## config.mk

```make
export PLATFORM = sky130hd
export DESIGN_NAME = decode_stage_onehot
export DESIGN_NICKNAME = d
export VERILOG_FILES = /design/src/rtl/decode_stage_onehot.sv
export SDC_FILE = /design/constraint.sdc
export NUM_CORES = 1
export LEC_CHECK = 0
export ABC_CLOCK_PERIOD_IN_PS = 3160
export CORE_AREA = 5 5 67 93
export CTS_BUF_LIST = sky130_fd_sc_hd__clkbuf_16
export DETAILED_ROUTE_END_ITERATION = 10
export DIE_AREA = 0 0 72 98
export PLACE_DENSITY = 0.9
export REMOVE_ABC_BUFFERS = 1
export SYNTH_ARGS = -nofsm -noshare
export SYNTH_HDL_FRONTEND = slang
export SYNTH_SLANG_ARGS = --single-unit
```

## constraint.sdc

```tcl
create_clock -name clock -period 3.16 [get_ports clock]
set_input_delay 0.316 -clock clock [delete_from_list [all_inputs] [get_ports clock]]
set_output_delay 0.316 -clock clock [all_outputs]
set_load 0.005 [all_outputs]
```

## src/rtl/decode_stage_onehot.sv

```systemverilog
// Registered decode stage: one instruction per cycle over valid/ready, decoded
// into an 18-bit one-hot control vector plus an illegal flag. Mul/div entries
// stay invisible for MD_LAT cycles to model multicycle-unit occupancy.
module decode_stage_onehot #(
  parameter int INSN_W = 32,
  parameter int MD_LAT = 32,
  parameter bit MD_EN  = 1'b1
) (
  input  logic              clock,
  input  logic              reset,
  input  logic              flush,
  input  logic              in_valid,
  output logic              in_ready,
  input  logic [INSN_W-1:0] in_insn,
  output logic              out_valid,
  input  logic              out_ready,
  output logic [INSN_W-1:0] out_insn,
  output logic [17:0]       out_ctrl,
  output logic              out_illegal,
  output logic              md_busy
);

  localparam int CW = $clog2(MD_LAT + 1);
  localparam logic [CW-1:0] LAT = CW'(MD_LAT);

  logic              out_valid_q;
  logic [INSN_W-1:0] out_insn_q;
  logic [17:0]       out_ctrl_q;
  logic              out_illegal_q;
  logic [CW-1:0]     cnt_q;

  logic [4:0]  opc, alu;
  logic [17:0] ctrl_d;
  logic        ill_d;
  logic        is_md_d;
  logic        accept;

  assign opc = in_insn[31:27];
  assign alu = in_insn[6:2];

  // Busy is simply "countdown not yet finished"; derived from the counter
  // register so it can never disagree with it.
  assign md_busy  = (cnt_q != '0);
  assign in_ready = !md_busy && (!out_valid_q || out_ready);
  assign accept   = in_valid && in_ready && !flush;

  assign out_valid   = out_valid_q;
  assign out_insn    = out_insn_q;
  assign out_ctrl    = out_ctrl_q;
  assign out_illegal = out_illegal_q;

  // Opcode / ALU-op decode into one-hot control; anything undefined is illegal.
  always_comb begin
    ctrl_d  = '0;
    ill_d   = 1'b0;
    is_md_d = 1'b0;
    unique case (opc)
      5'b00000: begin
        unique case (alu)
          5'b00000: ctrl_d[0] = 1'b1;
          5'b00001: ctrl_d[2] = 1'b1;
          5'b00010: ctrl_d[3] = 1'b1;
          5'b00011: ctrl_d[4] = 1'b1;
          5'b00100: ctrl_d[5] = 1'b1;
          5'b00101: ctrl_d[6] = 1'b1;
          5'b00110: begin
            if (MD_EN) begin
              ctrl_d[16] = 1'b1;
              is_md_d    = 1'b1;
            end else begin
              ill_d = 1'b1;
            end
          end
          5'b00111: begin
            if (MD_EN) begin
              ctrl_d[17] = 1'b1;
              is_md_d    = 1'b1;
            end else begin
              ill_d = 1'b1;
            end
          end
          default: ill_d = 1'b1;
        endcase
      end
      5'b00101: ctrl_d[1]  = 1'b1;
      5'b00111: ctrl_d[7]  = 1'b1;
      5'b01000: ctrl_d[8]  = 1'b1;
      5'b00001: ctrl_d[9]  = 1'b1;
      5'b00010: ctrl_d[10] = 1'b1;
      5'b00011: ctrl_d[11] = 1'b1;
      5'b00100: ctrl_d[12] = 1'b1;
      5'b00110: ctrl_d[13] = 1'b1;
      5'b10110: ctrl_d[14] = 1'b1;
      5'b10101: ctrl_d[15] = 1'b1;
      default:  ill_d      = 1'b1;
    endcase
  end

  // Output register and mul/div countdown; flush outranks accept and consume.
  always_ff @(posedge clock) begin
    if (reset) begin
      out_valid_q   <= 1'b0;
      out_insn_q    <= '0;
      out_ctrl_q    <= '0;
      out_illegal_q <= 1'b0;
      cnt_q         <= '0;
    end else if (flush) begin
      out_valid_q <= 1'b0;
      cnt_q       <= '0;
    end else if (accept) begin
      out_insn_q    <= in_insn;
      out_ctrl_q    <= ctrl_d;
      out_illegal_q <= ill_d;
      if (is_md_d) begin
        cnt_q       <= LAT;
        out_valid_q <= 1'b0;
      end else begin
        out_valid_q <= 1'b1;
      end
    end else if (cnt_q != '0) begin
      // Entry becomes visible on the same edge the counter reaches zero.
      cnt_q <= cnt_q - CW'(1);
      if (cnt_q == CW'(1)) out_valid_q <= 1'b1;
    end else if (out_valid_q && out_ready) begin
      out_valid_q <= 1'b0;
    end
  end

endmodule

```

==> flow_summary.yaml, run 1 <==
outcome:
  outcome: "complete, no violations"
drt:
  ant_nets: 0
  drtIter0Drc: 218
  drc: 0
  vias_per_cell: 5.24
  num_vias: 2301
  routed_wirelength_um: 6560
  dr.pass1.iters: 6
  wire_per_inst_um: 14.9
critical_path:
  cpPeakStageDelay_ns: 0.46
  required_ns: 2.84
  path_cells: "nor4_4 > and2_1 > inv_1 > clkdlybuf4s50_1"
  worstSetupEndpointType: "output pin"
  critical_path_class: "flip-flop to output pin"
  timing.rr.end: "out_ctrl[3]"
  cp.arrival_ns: 1.99
  cpMaxStageDelayCell: "clkdlybuf4s50_1"
  r2r-start: "cnt_q[2]"
  startpoint_type: "flip-flop"
  cp_max_fo: 6
  ff2ff_path_depth: 5
  r2r_slack_ns: 1.06
hold_path:
  min_path_type: "flip-flop to flip-flop"
  worst_hold_startpoint: "out_insn[17]"
  min_path_cells: 2
  hold_end: "out_insn[17]"
finish:
  layout_common_cells: "clkdlybuf4s50_1 (89), nand2_1 (79), dfxtp_1 (58)"
  design_area_um2: 3500
  num_antenna_cells: 0
  layout-drive-gt1-share_pct: 5.39
  final_cells: 439
  fin_nets: 408
  final_common_cell: "clkdlybuf4s50_1"
  area_growth_pct: 47.8
yosys:
  syn_inst: 287
  synth.distinct_cells: 38
  synth_area_um2: 2370
  synth_warnings: 0
  yosysSeqAreaShare_pct: 49.0
  ys_seq_elements: 58
  syn_area_per_cell_um2: 8.26
power:
  ir_drop_mv: 0.484
  p_leak_nw: 1.24
  power.density_nw_per_um2: 756
timing:
  fin_crit_sh_pct: 73.0
  setup_violations: 0
  slew_headroom_pct: 37.3
  layout_min_cycle_time_ns: 2.31
  fin_tns_setup_ns: 0
  slew_viol_final: 0
  hold_viol: 0
  skew_ns: 0.00323
  worstMarginPinSlew_ns: 0.941
  timing.fmax_mhz: 433
  rsz0062_at_grt: "no"
cts:
  htree_levels: 3
  tritoncts: "yes"
  hold_buffers: 0
  cts_buffers: 9
  clockBufferDepth: 2
  root_buffer: "clkbuf_16"
  clkTransAtPathRegs_ns: 0.05
  cts.repair.resized: 0
  cts_setup_buffers: 0
  cts_num_sinks: 58
  clock_latency_ns: 0.32
grt:
  grt_use_total_pct: 19.4
  grt_max_degree: 53
  met3_usage_pct: 6.28
  grt_pass1_vias: 2287
  grt_pass1_wl_um: 10700
  met2_usage_pct: 33.6
  busiest_layer: "met2"
  use_met1_pct: 21.2
  grt_antenna_before_repair: 0
  grt_overflow: 0
floorplanning:
  io_pins: 91
  die_x_um: 72
  start_util_pct: 44.2
  num_rows: 32
  die-area_um2: 7060
  die_h_um: 98
  fp.coreArea_um2: 5370
placement:
  numPortBuffers: 90
  dp.cells: 425
  dpl-instance-area_um2: 3260
  finalWeightedCongestion: 0.798
  hpwl_um: 4570
run:
  cap_violations: 0
==> cell usage after synthesis (all sizes together) <==
library cell	number	share of area [%]
or3	4	1.1
nand2b	4	1.1
nand2	79	13
a32o	3	1.3
dfxtp	58	49
nand3	8	1.7
nand3b	3	0.95
inv	6	0.95
or3b	2	0.74
clkbuf	12	1.9
and4b	1	0.42
mux2i	1	0.42
and3	2	0.53
a22o	2	0.74
nor3	4	0.84
nor2	8	1.3
nand4b	3	1.1
nor4	3	2.1
a21o	1	0.32
o32ai	1	0.37
xor2	1	0.37
nor3b	1	0.32
buf	11	3.1
nor2b	1	0.26
o31ai	1	0.32
or2	1	0.26
and2	1	0.26
mux2	1	0.47
o21ai	4	0.84
nand4	5	1.6
a311oi	1	0.37
a21oi	49	10
ha	3	1.6
and4	2	0.74
==> worst max path at each step <==
stage                  start      endpoint  slack (ns)  cells past startpoint
finish              cnt_q[2]       md_busy        0.85                      4
global route        cnt_q[2]       md_busy        0.75                      4
CTS                 cnt_q[2]       md_busy        0.85                      4
detailed placement  in_valid   out_ctrl[2]        0.86                      6
global placement    in_valid   out_ctrl[3]         1.0                      6
floorplan           cnt_q[2]  out_ctrl[13]        0.94                      4
==> kinds of logic after synthesis <==
kind of cell / share of synthesized area (%)
XOR/XNOR: 0.369
multiplexers: 0.897
AO/OA/AOI/OAI: 14.6
flip-flops: 49.0
buffers and inverters: 5.96
adder cells (fa/ha/maj): 1.58
AND/OR/NAND/NOR: 27.7
==> report_power, final <==
group | total [mW] | switching (mW) | leakage [nW] | internal, mW
Sequential | 0.936 | 0.0816 | 0.471 | 0.854
Combinational | 0.897 | 0.443 | 0.650 | 0.454
Clock | 0.817 | 0.307 | 0.120 | 0.509
==> worst max-delay path: cells and delay by family (launching register included) <==
family,cells,cell delay (ns)
simple gates,2,0.75
buf+inv,2,0.57
flops,1,0.35
==> through the flow <==
stage / setup slack, ns / hold WS, ns / power, mW / utilization (%)
after floorplan: 0.939 / 0.385 / 1.39 / -
after global placement: 0.995 / 0.441 / 1.82 / 60.7
after detailed placement: 0.862 / 0.446 / 1.85 / 60.7
after CTS: 0.846 / 0.453 / 2.67 / 65.3
after global routing: 0.754 / 0.474 / 2.81 / 65.3
final: 0.852 / 0.452 / 2.65 / 65.3
==> metal layers <==
layer	vias to the layer above	wire, um
met4	0	114
met3	9	433
met1	1090	2460
met2	69	3550
li1	1133	-
met5	-	0
==> flip-flops by register name, indices dropped and copies added (netlist names) <==
register	count
out_insn	32
out_ctrl	18
cnt_q	6
out_illegal	1
out_valid	1
==> cell type report <==
cell class | count | area (um2)
clock buffers | 9 | 225
clock inverters | 5 | 23.8
fillers | 453 | 1860
inverters | 6 | 22.5
multi-input cells | 200 | 1070
flip-flops and latches | 58 | 1160
well taps | 68 | 85.1
repair buffers | 93 | 918
Power figures use the tool's default switching activity.
==> run 2, diff against run 1 <==
--- a/config.mk
+++ b/config.mk
@@ -5,12 +5,12 @@
 export SDC_FILE = /design/constraint.sdc
 export NUM_CORES = 1
 export LEC_CHECK = 0
-export ABC_CLOCK_PERIOD_IN_PS = 3160
-export CORE_AREA = 5 5 67 93
+export ABC_CLOCK_PERIOD_IN_PS = 2070
+export CORE_AREA = 5 5 72 101
 export CTS_BUF_LIST = sky130_fd_sc_hd__clkbuf_16
 export DETAILED_ROUTE_END_ITERATION = 10
-export DIE_AREA = 0 0 72 98
-export PLACE_DENSITY = 0.9
+export DIE_AREA = 0 0 77 106
+export PLACE_DENSITY = 0.82
 export REMOVE_ABC_BUFFERS = 1
 export SYNTH_ARGS = -nofsm -noshare
 export SYNTH_HDL_FRONTEND = slang
==> constraint.sdc (replaced) <==
create_clock -name clock -period 2.07 [get_ports clock]
set_input_delay 0.207 -clock clock [delete_from_list [all_inputs] [get_ports clock]]
set_output_delay 0.207 -clock clock [all_outputs]
set_load 0.005 [all_outputs]
==> flow_summary.yaml, run 2 (same netlist as run 1, synthesis figures left out) <==
critical_path:
  startpoint_type: "flip-flop"
  r2r-start: "cnt_q[3]"
  crit_end: "md_busy"
  r2r_slack_ns: 0.19
  cp_max_fo: 7
  required_ns: 1.86
  cp.arrival_ns: 1.74
  timing.rr.end: "out_insn[8]"
  cpPeakStageDelay_ns: 0.49
  critical_path_class: "flip-flop to output pin"
  worstSetupEndpointType: "output pin"
  path_cells: "inv_1 > ha_4 > and2_2 > inv_2 > clkdlybuf4s50_1"
  setup.worst_path.start: "cnt_q[1]"
  ff2ff_path_depth: 7
  cpMaxStageDelayCell: "clkdlybuf4s50_1"
power:
  ir_drop_mv: 0.715
  power.density_nw_per_um2: 1160
  p_leak_nw: 1.31
cts:
  tritoncts: "yes"
  htree_levels: 3
  cts_buffers: 9
  clock_latency_ns: 0.31
  clockBufferDepth: 2
  hold_buffers: 0
  clkTransAtPathRegs_ns: 0.05
  cts_num_sinks: 58
  root_buffer: "clkbuf_16"
grt:
  grt_use_total_pct: 16.5
  grt_overflow: 0
  grt_max_degree: 32
  met3_usage_pct: 5.68
  use_met1_pct: 18.9
  busiest_layer: "met2"
  grt_pass1_wl_um: 11000
  grt_pass1_vias: 2308
  met2_usage_pct: 28.3
  grt_antenna_before_repair: 0
outcome:
  outcome: "complete, no violations"
floorplanning:
  start_util_pct: 37.3
  fp.coreArea_um2: 6350
  io_pins: 91
  die_h_um: 106
  num_rows: 35
  die-area_um2: 8160
  die_x_um: 77
timing:
  hold_viol: 0
  fin_crit_sh_pct: 94.1
  timing.fmax_mhz: 513
  layout_min_cycle_time_ns: 1.95
  fin_tns_setup_ns: 0
  setup_slack_ns: 0.122
  worstMarginPinSlew_ns: 0.590
  setup_violations: 0
  slew_headroom_pct: 60.7
  skew_ns: 0.00540
  slew_viol_final: 0
  rsz0062_at_grt: "no"
drt:
  drtIter0Drc: 137
  ant_nets: 0
  drc: 0
  dr.pass1.iters: 4
  wire_per_inst_um: 14.4
  num_vias: 2327
  routed_wirelength_um: 6600
  vias_per_cell: 5.08
placement:
  finalWeightedCongestion: 0.786
  hpwl_um: 4790
  dp_slack_ns: 0.138
  numPortBuffers: 90
finish:
  largest_reg_flops: 32
  layout-drive-gt1-share_pct: 9.11
  fillers: 579
  area_growth_pct: 53.0
  final_common_cell: "clkdlybuf4s50_1"
  num_antenna_cells: 0
  layout_common_cells: "clkdlybuf4s50_1 (89), nand2_1 (79), dfxtp_1 (57)"
  fin_nets: 419
run:
  cap_violations: 0
hold_path:
  min_path_type: "input port to flip-flop"
[run 2: changes by cell type in the layout (fill, tap and decap cells not counted)]
cell        change
buf_4          +10
inv_1           +1
and2_2          +1
dfxtp_1         -1
ha_4            +1
ha_1            -1
dfxtp_2         +1
buf_12          +1
and2_1          -1
clkinvlp_4      -1
clkinv_2        +1
inv_2           +1
[run 2: routing by layer]
metal | routed length, um | vias up | share of wire (%)
met5 | 0 | - | 0
met4 | 145 | 0 | 2.2
met3 | 431 | 10 | 6.5
met2 | 3410 | 66 | 52
met1 | 2620 | 1095 | 40
li1 | - | 1156 | -
[run 2: how the worst min path moves through the flow]
stage | from | end | slack, ns | cells past startpoint
after global routing | reset | out_insn[24] | 0.42 | 2
final | reset | out_insn[23] | 0.41 | 2
after global placement | out_ctrl[8] | out_ctrl[8] | 0.44 | 2
after floorplan | reset | out_ctrl[10] | 0.28 | 1
after CTS | reset | out_insn[7] | 0.40 | 2
after detailed placement | out_insn[3] | out_insn[3] | 0.45 | 2
[run 2: repair_timing]
item / CTS / global route
setup buffers: 2 / 0
endpoints found under the setup margin: 1 / 1
endpoints found under the hold margin: 0 / 0
pin swaps: 1 / 0
gates resized for setup: 3 / 2
[run 2: area by class of cell]
type	count	area (um2)	area share (%)
Clock buffer	9	225	6.21
Clock inverter	7	28.8	0.793
Inverter	6	22.5	0.621
Multi-Input combinational cell	200	1080	29.8
Sequential cell	58	1160	32.0
Tap cell	74	92.6	2.55
Timing Repair Buffer	104	1010	27.9
[run 2: report_power, final]
group | total [mW] | internal (mW) | switching, mW
sequential | 1.43 | 1.30 | 0.124
combinational | 1.53 | 0.818 | 0.715
clock | 1.24 | 0.780 | 0.462
total | 4.20 | 2.90 | 1.30
[run 2: stage by stage]
stage / power (mW) / util, % / hold WS [ns] / std cells / instance area, um2
final: 4.20 / 57.1 / 0.406 / 458 / 3630
after global routing: 4.48 / 57.1 / 0.417 / 458 / 3630
after CTS: 4.22 / 57.0 / 0.402 / 458 / 3620
after detailed placement: 2.89 / 52.7 / 0.446 / 440 / 3340
after global placement: 2.84 / 52.7 / 0.440 / 440 / 3340
after floorplan: 2.12 / - / 0.276 / 264 / 2250
[run 2: worst max-delay path: cells and delay by family, from the launching register on]
family                     cells  cell delay [ns]
buffers and inverters          3             0.67
adders and majority gates      1             0.20
DFF                            1             0.34
and+or+nand+nor                1             0.21
